==> config.mk <==
export PLATFORM = sky130hd
export DESIGN_NAME = pixel_out_stream
export DESIGN_NICKNAME = d
export VERILOG_FILES = /design/src/rtl/pixel_out_stream_pkg.sv /design/src/rtl/pixel_sat_round.sv /design/src/rtl/pixel_out_stream.sv
export SDC_FILE = /design/constraint.sdc
export NUM_CORES = 2
export LEC_CHECK = 0
export CORE_MARGIN = 2
export CORE_UTILIZATION = 56
export DETAILED_ROUTE_END_ITERATION = 8
export PLACE_DENSITY = 0.75
export RECOVER_POWER = 100
export SETUP_SLACK_MARGIN = 0.2
export SLEW_MARGIN = 40
export SYNTH_ARGS = -nofsm -noshare
export SYNTH_HDL_FRONTEND = slang
export SYNTH_SLANG_ARGS = --single-unit
==> constraint.sdc <==
create_clock -name clk -period 5 [get_ports clk]
set_clock_uncertainty 0.2 [all_clocks]
set_input_delay 0.75 -clock clk [delete_from_list [all_inputs] [get_ports clk]]
set_output_delay 0.75 -clock clk [all_outputs]
set_load 0.05 [all_outputs]
==> src/rtl/pixel_out_stream_pkg.sv <==
// Shared definitions for the 8x8 reconstruction / output path.
// Holds the pixel-block geometry and the read-side FSM state encoding so that
// every block working on 8x8 tiles agrees on them.
package pixel_out_stream_pkg;

   localparam int unsigned BLK_PIX = 64;  // pixels per 8x8 block
   localparam int unsigned BLK_AW  = 6;   // address width for one block

   typedef enum logic {
      R_IDLE = 1'b0,
      R_SEND = 1'b1
   } rd_state_e;

endpackage

==> src/rtl/pixel_sat_round.sv <==
// Fixed-point to unsigned 8-bit pixel conversion (purely combinational).
// Rounds half-up by adding 2^(FRAC_BITS-1), arithmetic-shifts right by FRAC_BITS,
// then clamps into 0..255.
// Ports:
//   val_i  24-bit signed fixed-point value, FRAC_BITS fractional bits
//   pix_o  8-bit unsigned saturated pixel
// FRAC_BITS must be at least 1.
module pixel_sat_round #(
   parameter int unsigned FRAC_BITS = 16
) (
   input  logic [23:0] val_i,
   output logic [7:0]  pix_o
);

   localparam logic signed [24:0] HALF = 25'sd1 <<< (FRAC_BITS - 1);

   // One guard bit so the rounding add cannot wrap near full scale.
   logic signed [24:0] sum;
   logic signed [24:0] quo;

   always_comb begin
      sum = $signed({val_i[23], val_i}) + HALF;
      quo = sum >>> FRAC_BITS;
      if (quo[24]) begin
         pix_o = 8'h00;
      end else if (quo > 25'sd255) begin
         pix_o = 8'hFF;
      end else begin
         pix_o = quo[7:0];
      end
   end

endmodule

==> src/rtl/pixel_out_stream.sv <==
// Ping-pong output buffer between the reconstruction stage and a valid/ready
// pixel stream. Pixels are converted to u8 on write, a block is committed with
// block_c_done and then streamed in address order 0..63.
// Ports:
//   clk, rst                 clock, asynchronous active-high reset
//   pixel_addr/val/we        pixel write into the current write bank
//   block_c_done             commit the write bank (one-cycle pulse)
//   m_valid/m_ready/m_data   output pixel stream, m_last marks pixel 63
//   overrun                  sticky: write/commit dropped because write bank full
//   blocks_out               number of blocks fully streamed (wraps)
module pixel_out_stream
   import pixel_out_stream_pkg::*;
#(
   parameter int unsigned FRAC_BITS = 16,
   parameter int unsigned CNT_W     = 16
) (
   input  logic              clk,
   input  logic              rst,
   input  logic [BLK_AW-1:0] pixel_addr,
   input  logic [23:0]       pixel_val,
   input  logic              pixel_we,
   input  logic              block_c_done,
   output logic              m_valid,
   input  logic              m_ready,
   output logic [7:0]        m_data,
   output logic              m_last,
   output logic              overrun,
   output logic [CNT_W-1:0]  blocks_out
);

   localparam logic [BLK_AW-1:0] LAST_PIX = BLK_AW'(BLK_PIX - 1);

   logic [7:0] pix_conv;
   logic [7:0] bank_mem [2][BLK_PIX];

   logic [BLK_PIX-1:0] mask_q [2];
   logic [BLK_PIX-1:0] mask_d [2];
   logic [1:0]         full_q, full_d;
   logic               wr_bank_q, wr_bank_d;
   logic               rd_bank_q, rd_bank_d;
   logic [BLK_AW-1:0]  rd_cnt_q, rd_cnt_d;
   rd_state_e          state_q, state_d;
   logic               m_valid_q, m_valid_d;
   logic [7:0]         m_data_q, m_data_d;
   logic               m_last_q, m_last_d;
   logic               overrun_q, overrun_d;
   logic [CNT_W-1:0]   blocks_q, blocks_d;

   logic               wr_blocked, write_ok, commit_ok;
   logic               handshake, release_blk;
   logic [BLK_PIX-1:0] rd_mask;
   logic [7:0]         rd_pix;

   pixel_sat_round #(
      .FRAC_BITS(FRAC_BITS)
   ) u_sat (
      .val_i(pixel_val),
      .pix_o(pix_conv)
   );

   // Bank data carries no reset; the mask decides what is valid.
   always_ff @(posedge clk) begin
      if (write_ok) begin
         bank_mem[wr_bank_q][pixel_addr] <= pix_conv;
      end
   end

   always_comb begin
      wr_blocked  = full_q[wr_bank_q];
      write_ok    = pixel_we & ~wr_blocked;
      commit_ok   = block_c_done & ~wr_blocked;
      handshake   = m_valid_q & m_ready;
      release_blk = handshake & (rd_cnt_q == LAST_PIX);

      full_d    = full_q;
      mask_d    = mask_q;
      wr_bank_d = wr_bank_q;
      rd_bank_d = rd_bank_q;
      rd_cnt_d  = rd_cnt_q;
      state_d   = state_q;
      blocks_d  = blocks_q;
      overrun_d = overrun_q | (wr_blocked & (pixel_we | block_c_done));

      // Write side. A commit in the same cycle as a write still sees the
      // write, since both target wr_bank_q on this edge.
      if (write_ok) begin
         mask_d[wr_bank_q][pixel_addr] = 1'b1;
      end
      if (commit_ok) begin
         full_d[wr_bank_q] = 1'b1;
         wr_bank_d         = ~wr_bank_q;
      end

      // Read side. The released bank is full, so it can never be the bank a
      // commit or write touches on the same edge.
      case (state_q)
         R_IDLE: begin
            if (full_q[rd_bank_q]) begin
               state_d  = R_SEND;
               rd_cnt_d = '0;
            end
         end
         R_SEND: begin
            if (release_blk) begin
               full_d[rd_bank_q] = 1'b0;
               mask_d[rd_bank_q] = '0;
               rd_bank_d         = ~rd_bank_q;
               blocks_d          = blocks_q + CNT_W'(1);
               rd_cnt_d          = '0;
               state_d           = full_q[~rd_bank_q] ? R_SEND : R_IDLE;
            end else if (handshake) begin
               rd_cnt_d = rd_cnt_q + BLK_AW'(1);
            end
         end
         default: state_d = R_IDLE;
      endcase

      // Outputs are registered from the next read position; the bank being
      // read is full, so its data and mask are stable across this edge.
      rd_mask   = mask_q[rd_bank_d];
      rd_pix    = bank_mem[rd_bank_d][rd_cnt_d];
      m_valid_d = (state_d == R_SEND);
      m_data_d  = (m_valid_d && rd_mask[rd_cnt_d]) ? rd_pix : 8'h00;
      m_last_d  = m_valid_d && (rd_cnt_d == LAST_PIX);
   end

   always_ff @(posedge clk or posedge rst) begin
      if (rst) begin
         mask_q[0] <= '0;
         mask_q[1] <= '0;
         full_q    <= '0;
         wr_bank_q <= 1'b0;
         rd_bank_q <= 1'b0;
         rd_cnt_q  <= '0;
         state_q   <= R_IDLE;
         m_valid_q <= 1'b0;
         m_data_q  <= '0;
         m_last_q  <= 1'b0;
         overrun_q <= 1'b0;
         blocks_q  <= '0;
      end else begin
         mask_q    <= mask_d;
         full_q    <= full_d;
         wr_bank_q <= wr_bank_d;
         rd_bank_q <= rd_bank_d;
         rd_cnt_q  <= rd_cnt_d;
         state_q   <= state_d;
         m_valid_q <= m_valid_d;
         m_data_q  <= m_data_d;
         m_last_q  <= m_last_d;
         overrun_q <= overrun_d;
         blocks_q  <= blocks_d;
      end
   end

   assign m_valid    = m_valid_q;
   assign m_data     = m_data_q;
   assign m_last     = m_last_q;
   assign overrun    = overrun_q;
   assign blocks_out = blocks_q;

endmodule

# Word-level counts from Yosys, hierarchy flattened
# Memory sizes are Yosys's and may differ from the RTL's.
# Cells that the tools add are included.
# totals
regBits	165
mem_bits_rw	1024
input_bits	35
out_inout_bits	27
n_memories	1
# memory_table
name	words	word_bits	read_ports	rd_ports_with_merged_regs	write_ports	line_no	source
bank_mem	2	512	1	0	1	pixel_out_stream.sv:34	logic [7:0] bank_mem [2][BLK_PIX];
# op_classes
addsub	3
order_cmp	17
eq_ne	2
mux	47
bitwise	22
n_reduce_logical	9
# op_table
cell	count
$mux W512	1
$mux W128	3
$mux W64	5
$and A128 B128 Y128	1
$demux W64 S1	2
$not A128 Y128	1
$or A128 B128 Y128	1
$bmux W8 S6	1
$demux W8 S6	1
$mux W8	6
$add A24 B17 Y25 const B	1
$mux W6	3
$add A16 B1 Y16 const B	1
$mux W1	16
$ge A7 B7 Y1 const B	2
$lt A6 B7 Y1 const B	2
$not A6 Y7	2
$eq A6 B6 Y1 const B	2
$pmux W6 S2	1
$gt A9 B9 Y1 const B	1
$logic_and A1 B1 Y1	8
$lt A7 B1 Y1 const B	1
$add A6 B1 Y6 const B	1
$bmux W1 S6	1
17 further kinds	36

# Logic depth before layout (Yosys ltp)
# depth
depth_word	12
depth_mapped	17
depth_no_buf	12

# Cells and area by module
# From an unflattened synthesis, not the netlist that was laid out.
# hier_totals
cells_unflattened	3857
hier_area_um2	48232.5
# by_module_without_submodules
mod	instances	cells_each	area_each_um2	seq_area_each_um2
pixel_out_stream	1	3825	48024.8	34878.5
pixel_sat_round	1	32	207.7	0.0

# Worst setup path before layout
# OpenSTA, ideal clock, no wires.
# synth_timing
kind	in2reg
start	input pixel_val[17]
end	memory bank_mem[0][0] in the netlist's numbering (data pin)
t_arrival_ps	4524
t_required_ps	3968
slack_ps	-557
path_stages	5
path_cell_list	nand3_1 -> nor2_1 -> and3_1 -> a21boi_0 -> nor2b_1
# synth_via
elab_chain_cells	4
# synth_rtl
item	line_no	source
start, declared	pixel_out_stream.sv:20	input logic [23:0] pixel_val,
$add A24 B17 Y25 *	pixel_sat_round.sv:22	sum = $signed({val_i[23], val_i}) + HALF;
$gt A9 B9 Y1	pixel_sat_round.sv:26	end else if (quo > 25'sd255) begin
$mux W8	pixel_sat_round.sv:26	
$mux W8 *	pixel_sat_round.sv:24	if (quo[24]) begin
via pix_conv[0]	pixel_out_stream.sv:33	logic [7:0] pix_conv;
end, declared	pixel_out_stream.sv:34	
# The timed path passes the listed nets; every way through them passes the cells marked *.

# Final worst setup path
# layout_timing
start	register rd_cnt_q[1]
end	register m_data_q[7] (netlist: m_data[7])
# layout_via
elab_chain_cells	12
word_cells_on_any_way	24
# layout_rtl
item	line_no	source
start, declared	pixel_out_stream.sv:41	logic [BLK_AW-1:0] rd_cnt_q, rd_cnt_d;
start signal, assigned	pixel_out_stream.sv:146	rd_cnt_q <= rd_cnt_d;
branches (longest 11 deep; another with $add A6 B1 Y6)	-	
$mux W8 *	pixel_out_stream.sv:123	m_data_d = (m_valid_d && rd_mask[rd_cnt_d]) ? rd_pix : 8'h00;
via m_data_d[7]	pixel_out_stream.sv:44	logic [7:0] m_data_q, m_data_d;
end signal, assigned	pixel_out_stream.sv:149	m_data_q <= m_data_d;
end, declared	pixel_out_stream.sv:44	
# Mark *: on every way through the listed nets, which the timed path passes. The select of a mux whose other input is x is not followed.
# A chain may end at the register's enable or synchronous reset.

==> results.sh <==
export IMPL_postSynth_topFlopCell="sky130_fd_sc_hd__edfxtp_1"
export IMPL_start_kind="flop"
export IMPL_synth_seq_area_share=0.731
export IMPL_via_count=31000
export IMPL_grt_total_usage=0.294
export IMPL_floorplan_io_pins=62
export IMPL_syn_area_per_cell_sq_um=13.9
export IMPL_cp_slowest_stage_delay_ns=0.51
export IMPL_r2r_worst_path_cells=14
export IMPL_core_sq_um=84700
export IMPL_postLayoutSetupSlackWorst_ns=0.310
export IMPL_critical_path_cell_count=14
export IMPL_post_synth_instance_area_sq_um=47700
export IMPL_cts_inserted_buffers=115
export IMPL_timing_critical_path_slowest_stage_cell="sky130_fd_sc_hd__dfrtp_1"
export IMPL_number_of_buffers_inserted_by_post_cts_setup_repair=0
export IMPL_detailed_place_area_sq_um=50600
export IMPL_achievable_frequency_ghz=0.213
export IMPL_place_detailed_hpwl_microns=77500
export IMPL_failed_checks="max-capacitance violations, max-slew violations"
export IMPL_critPathArrivalTime_ns=5.09
export IMPL_setup_crit_end_kind="flop"
export IMPL_detailedRoute_firstIterationViolations=3977
export IMPL_p_seq_frac=0.381
export IMPL_critical_path_startpoint="rd_cnt_q[1]$_DFF_PP0_"
export IMPL_switching_power_mw=10.2
export IMPL_cts_num_sinks=1189
export IMPL_wirelength_microns=128000
export IMPL_number_of_flops_mapped_to_enable_cells_by_yosys=1024
export IMPL_placement_io_buffers=46
export IMPL_detail_route_first_pass_iterations=6
export IMPL_power_leakage_nw=19.0
export IMPL_die_area_sq_um=87600
export IMPL_worstHoldStart="blocks_out[15]$_DFFE_PP0P_"
export IMPL_timing_reg2reg_setup_slack_ns=0.31
export IMPL_worst_ep_required_ns=5.40
export IMPL_wire_per_inst_microns=26.4
export IMPL_globalRouteOverflowTotal=0
export IMPL_final_setup_viol_count=0
export IMPL_mappedNetlistNets=3471
export IMPL_power_clock_fraction=0.295
export IMPL_cts_tree="yes"
export IMPL_clk_pin_slew_worst_paths_ns=0.07
export IMPL_die_w_microns=296
export IMPL_powerDensity_nw_per_um2=537
export IMPL_final_max_slew_viol_count=766
export IMPL_fin_nets=3641
export IMPL_dieHeight_microns=296
export IMPL_critPathMaxFanout=68
export IMPL_crit_end="m_data[7]$_DFF_PP0_"
export IMPL_power_frac_comb=0.324
export IMPL_flow_area_growth_from_synthesis_pct=12.8
export IMPL_gp_routability_congestion=0.942
export IMPL_final_period_utilization=0.938
export IMPL_post_synth_num_cell_types=66
export IMPL_cellInternalPower_mw=18.7
export IMPL_viasPerCell=6.39
export IMPL_clk_path_buf_depth=3
export IMPL_critPathBufInv=3
export IMPL_path_delay_family="simple AND/OR/NAND/NOR gates"
export IMPL_final_min_clock_period_ns=4.69
export IMPL_antenna_found_initial=10
export IMPL_yosys_register_bits=1189
export IMPL_worstSetupPathType="flop to flop"
export IMPL_design_area_sq_um=53800
export IMPL_reg2reg_from="rd_cnt_q[1]$_DFF_PP0_"
export IMPL_crit_path_cell_trace="ha_1 > nand4_1 > or3_4 > and2_4 > clkinv_16 > buf_12 > clkbuf_2 > nand2_1 > a31oi_1 > a21oi_1 > a21boi_0 > or4_1 > nand3_1 > nor3_1"
export IMPL_grt_pass1_wl_microns=189000
export IMPL_grt_pass1_vias=29600
export IMPL_fillers=6006
export IMPL_register_area_sq_um=34900
export IMPL_final_layout_size_suffix_gt1_frac=0.112
export IMPL_multi_input_area_sq_um=11800
export IMPL_maximum_number_of_pins_on_one_net_before_global_route_repair=136
export IMPL_ys_async_rst_share=0.139
export IMPL_cts_hold_repair_buffers=0
export IMPL_starting_density_of_the_core=0.563
export IMPL_ir_worst_vdd_uv=479
export IMPL_slew_headroom=-0.822
export IMPL_placement_rows=107
export IMPL_cts_resized_gates=0
export IMPL_worst_skew_pair_late_latency_ns=0.71
export IMPL_timing_rr_end="m_data[7]$_DFF_PP0_"
export IMPL_h_tree_depth=3
export IMPL_outcome="complete, but fails checks"
export IMPL_dp_slack_ns=0.311
export IMPL_detail_route_antenna_nets=0
export IMPL_switching_share=0.354
export IMPL_hold_viol_final=0
export IMPL_syn_inst=3433
export IMPL_timing_hold_worst_class="flop to flop"
export IMPL_cts_root_buf="sky130_fd_sc_hd__clkbuf_16"
export IMPL_cap_viol_max_count=9
export IMPL_grt_setup_unrepaired="no"
export IMPL_timing_worst_slew_pin_value_ns=2.73
export IMPL_synth_yosys_warnings=0
export IMPL_route_detailed_drc=0
## worst register-to-register path, delay by kind of cell (launching register included)
kind            cells  cell delay (ns)
fa+ha+maj           1             0.33
simple gates        7             1.86
compound gates      3             0.73
buf+inv             3             0.95
flops               1             0.51
## registers in the layout, summed over array words and instances (netlist names), 2 cells and up
signal      cells
rd_cnt_q        6
bank_mem     1024
m_data          8
blocks_out     16
mask_q        128
full_q          2
## worst min path at each step
stage	to	slack (ns)	cells past startpoint
final	blocks_out[15]$_DFFE_PP0P_	0.27	1
after global routing	overrun$_DFF_PP0_	0.30	1
after CTS	blocks_out[0]$_DFFE_PP0P_	0.20	2
after detailed placement	overrun$_DFF_PP0_	0.27	1
after global placement	blocks_out[15]$_DFFE_PP0P_	0.26	1
after floorplan	mask_q[106]$_DFF_PP0_	0.26	2
## power groups by stage
stage                     registers, mW  clock network [mW]  logic, mW
after floorplan                    11.2                   0       5.18
after global placement             11.2                   0       8.91
after detailed placement           11.2                   0       9.03
after CTS                          11.0                8.53       9.11
after global routing               11.0                8.95       9.71
final                              11.0                8.53       9.37
## cell usage in the layout, fill, tap and decap left out, drive strengths merged, types with 35 or more instances in the layout
cell type / netlist / layout
a21oi: 54 / 54
a31oi: 87 / 87
nand2: 763 / 763
nor2: 306 / 306
mux4: 82 / 82
dfrtp: 165 / 165
mux2i: 36 / 36
nand3: 217 / 217
a311oi: 72 / 72
o21a: 64 / 64
edfxtp: 1024 / 1024
clkbuf: 63 / 237
buf: 141 / 124
and3: 107 / 107
a22oi: 35 / 35
clkinv: 2 / 53
## area by class of cell
class / instances / share of cell area
clock inverter: 66 / 0.0109
antenna: 1 / 0.0000465
tap: 1144 / 0.0266
multi-input combinational: 2027 / 0.219
clock buffer: 150 / 0.0574
timing repair buffer: 257 / 0.0367
inverter: 13 / 0.00160
sequential: 1189 / 0.648
## synth_stat cells, drive strengths merged, types with 5 or more instances
cell type | instances | area share
mux4 | 82 | 0.039
o211ai | 5 | 0.00079
edfxtp | 1024 | 0.64
inv | 11 | 0.0010
buf | 141 | 0.017
nand4 | 22 | 0.0029
mux2i | 36 | 0.0076
o22ai | 12 | 0.0016
xor2 | 5 | 0.00092
a311oi | 72 | 0.013
nor3 | 10 | 0.0012
dfrtp | 165 | 0.087
xnor2 | 18 | 0.0033
a22oi | 35 | 0.0056
a22o | 6 | 0.0011
o21ai | 19 | 0.0020
nand3b | 5 | 0.00079
a31oi | 87 | 0.011
nor2 | 306 | 0.024
a32oi | 14 | 0.0026
o21a | 64 | 0.010
nand3 | 217 | 0.023
nand2 | 763 | 0.060
a21oi | 54 | 0.0057
a221oi | 12 | 0.0022
a211oi | 25 | 0.0040
and2 | 5 | 0.00071
clkbuf | 63 | 0.0050
and3 | 107 | 0.014
nor4 | 6 | 0.00079
## layer usage
| layer | track usage | part of all wire | vias up |
|---|---|---|---|
| met1 | 0.410 | 0.38 | 15400 |
| met2 | 0.442 | 0.46 | 1947 |
| met4 | 0.125 | 0.044 | 14 |
| li1 | - | - | 13200 |
| met5 | 0 | 0.0010 | - |
| met3 | 0.0797 | 0.12 | 370 |
## through the flow
step                      power (mW)  cells   util  hold WS (ns)  setup TNS, ns
after CTS                       28.6   4843  0.641         0.202              0
after detailed placement        20.2   4627  0.597         0.269              0
final                           28.9   4847  0.635         0.274              0
after floorplan                 16.4   3433      -         0.258        -204.10
after global placement          20.1   4626  0.597         0.260              0
after global routing            29.7   4846  0.635         0.296              0
## logic make-up (layout without fill, tap and decap cells)
group                    count (synthesis)  count (layout)  synth area share
adder cells (fa/ha/maj)                  3               3          0.000787
AND/OR/NAND/NOR                       1454            1454             0.130
XOR/XNOR                                23              23           0.00422
buffers and inverters                  217             486            0.0234
other                                    0               1                 0
multiplexers                           119             119            0.0465
flip-flops                            1189            1189             0.731
AO/OA/AOI/OAI                          428             428            0.0645
(Power assumes the default switching activity.)
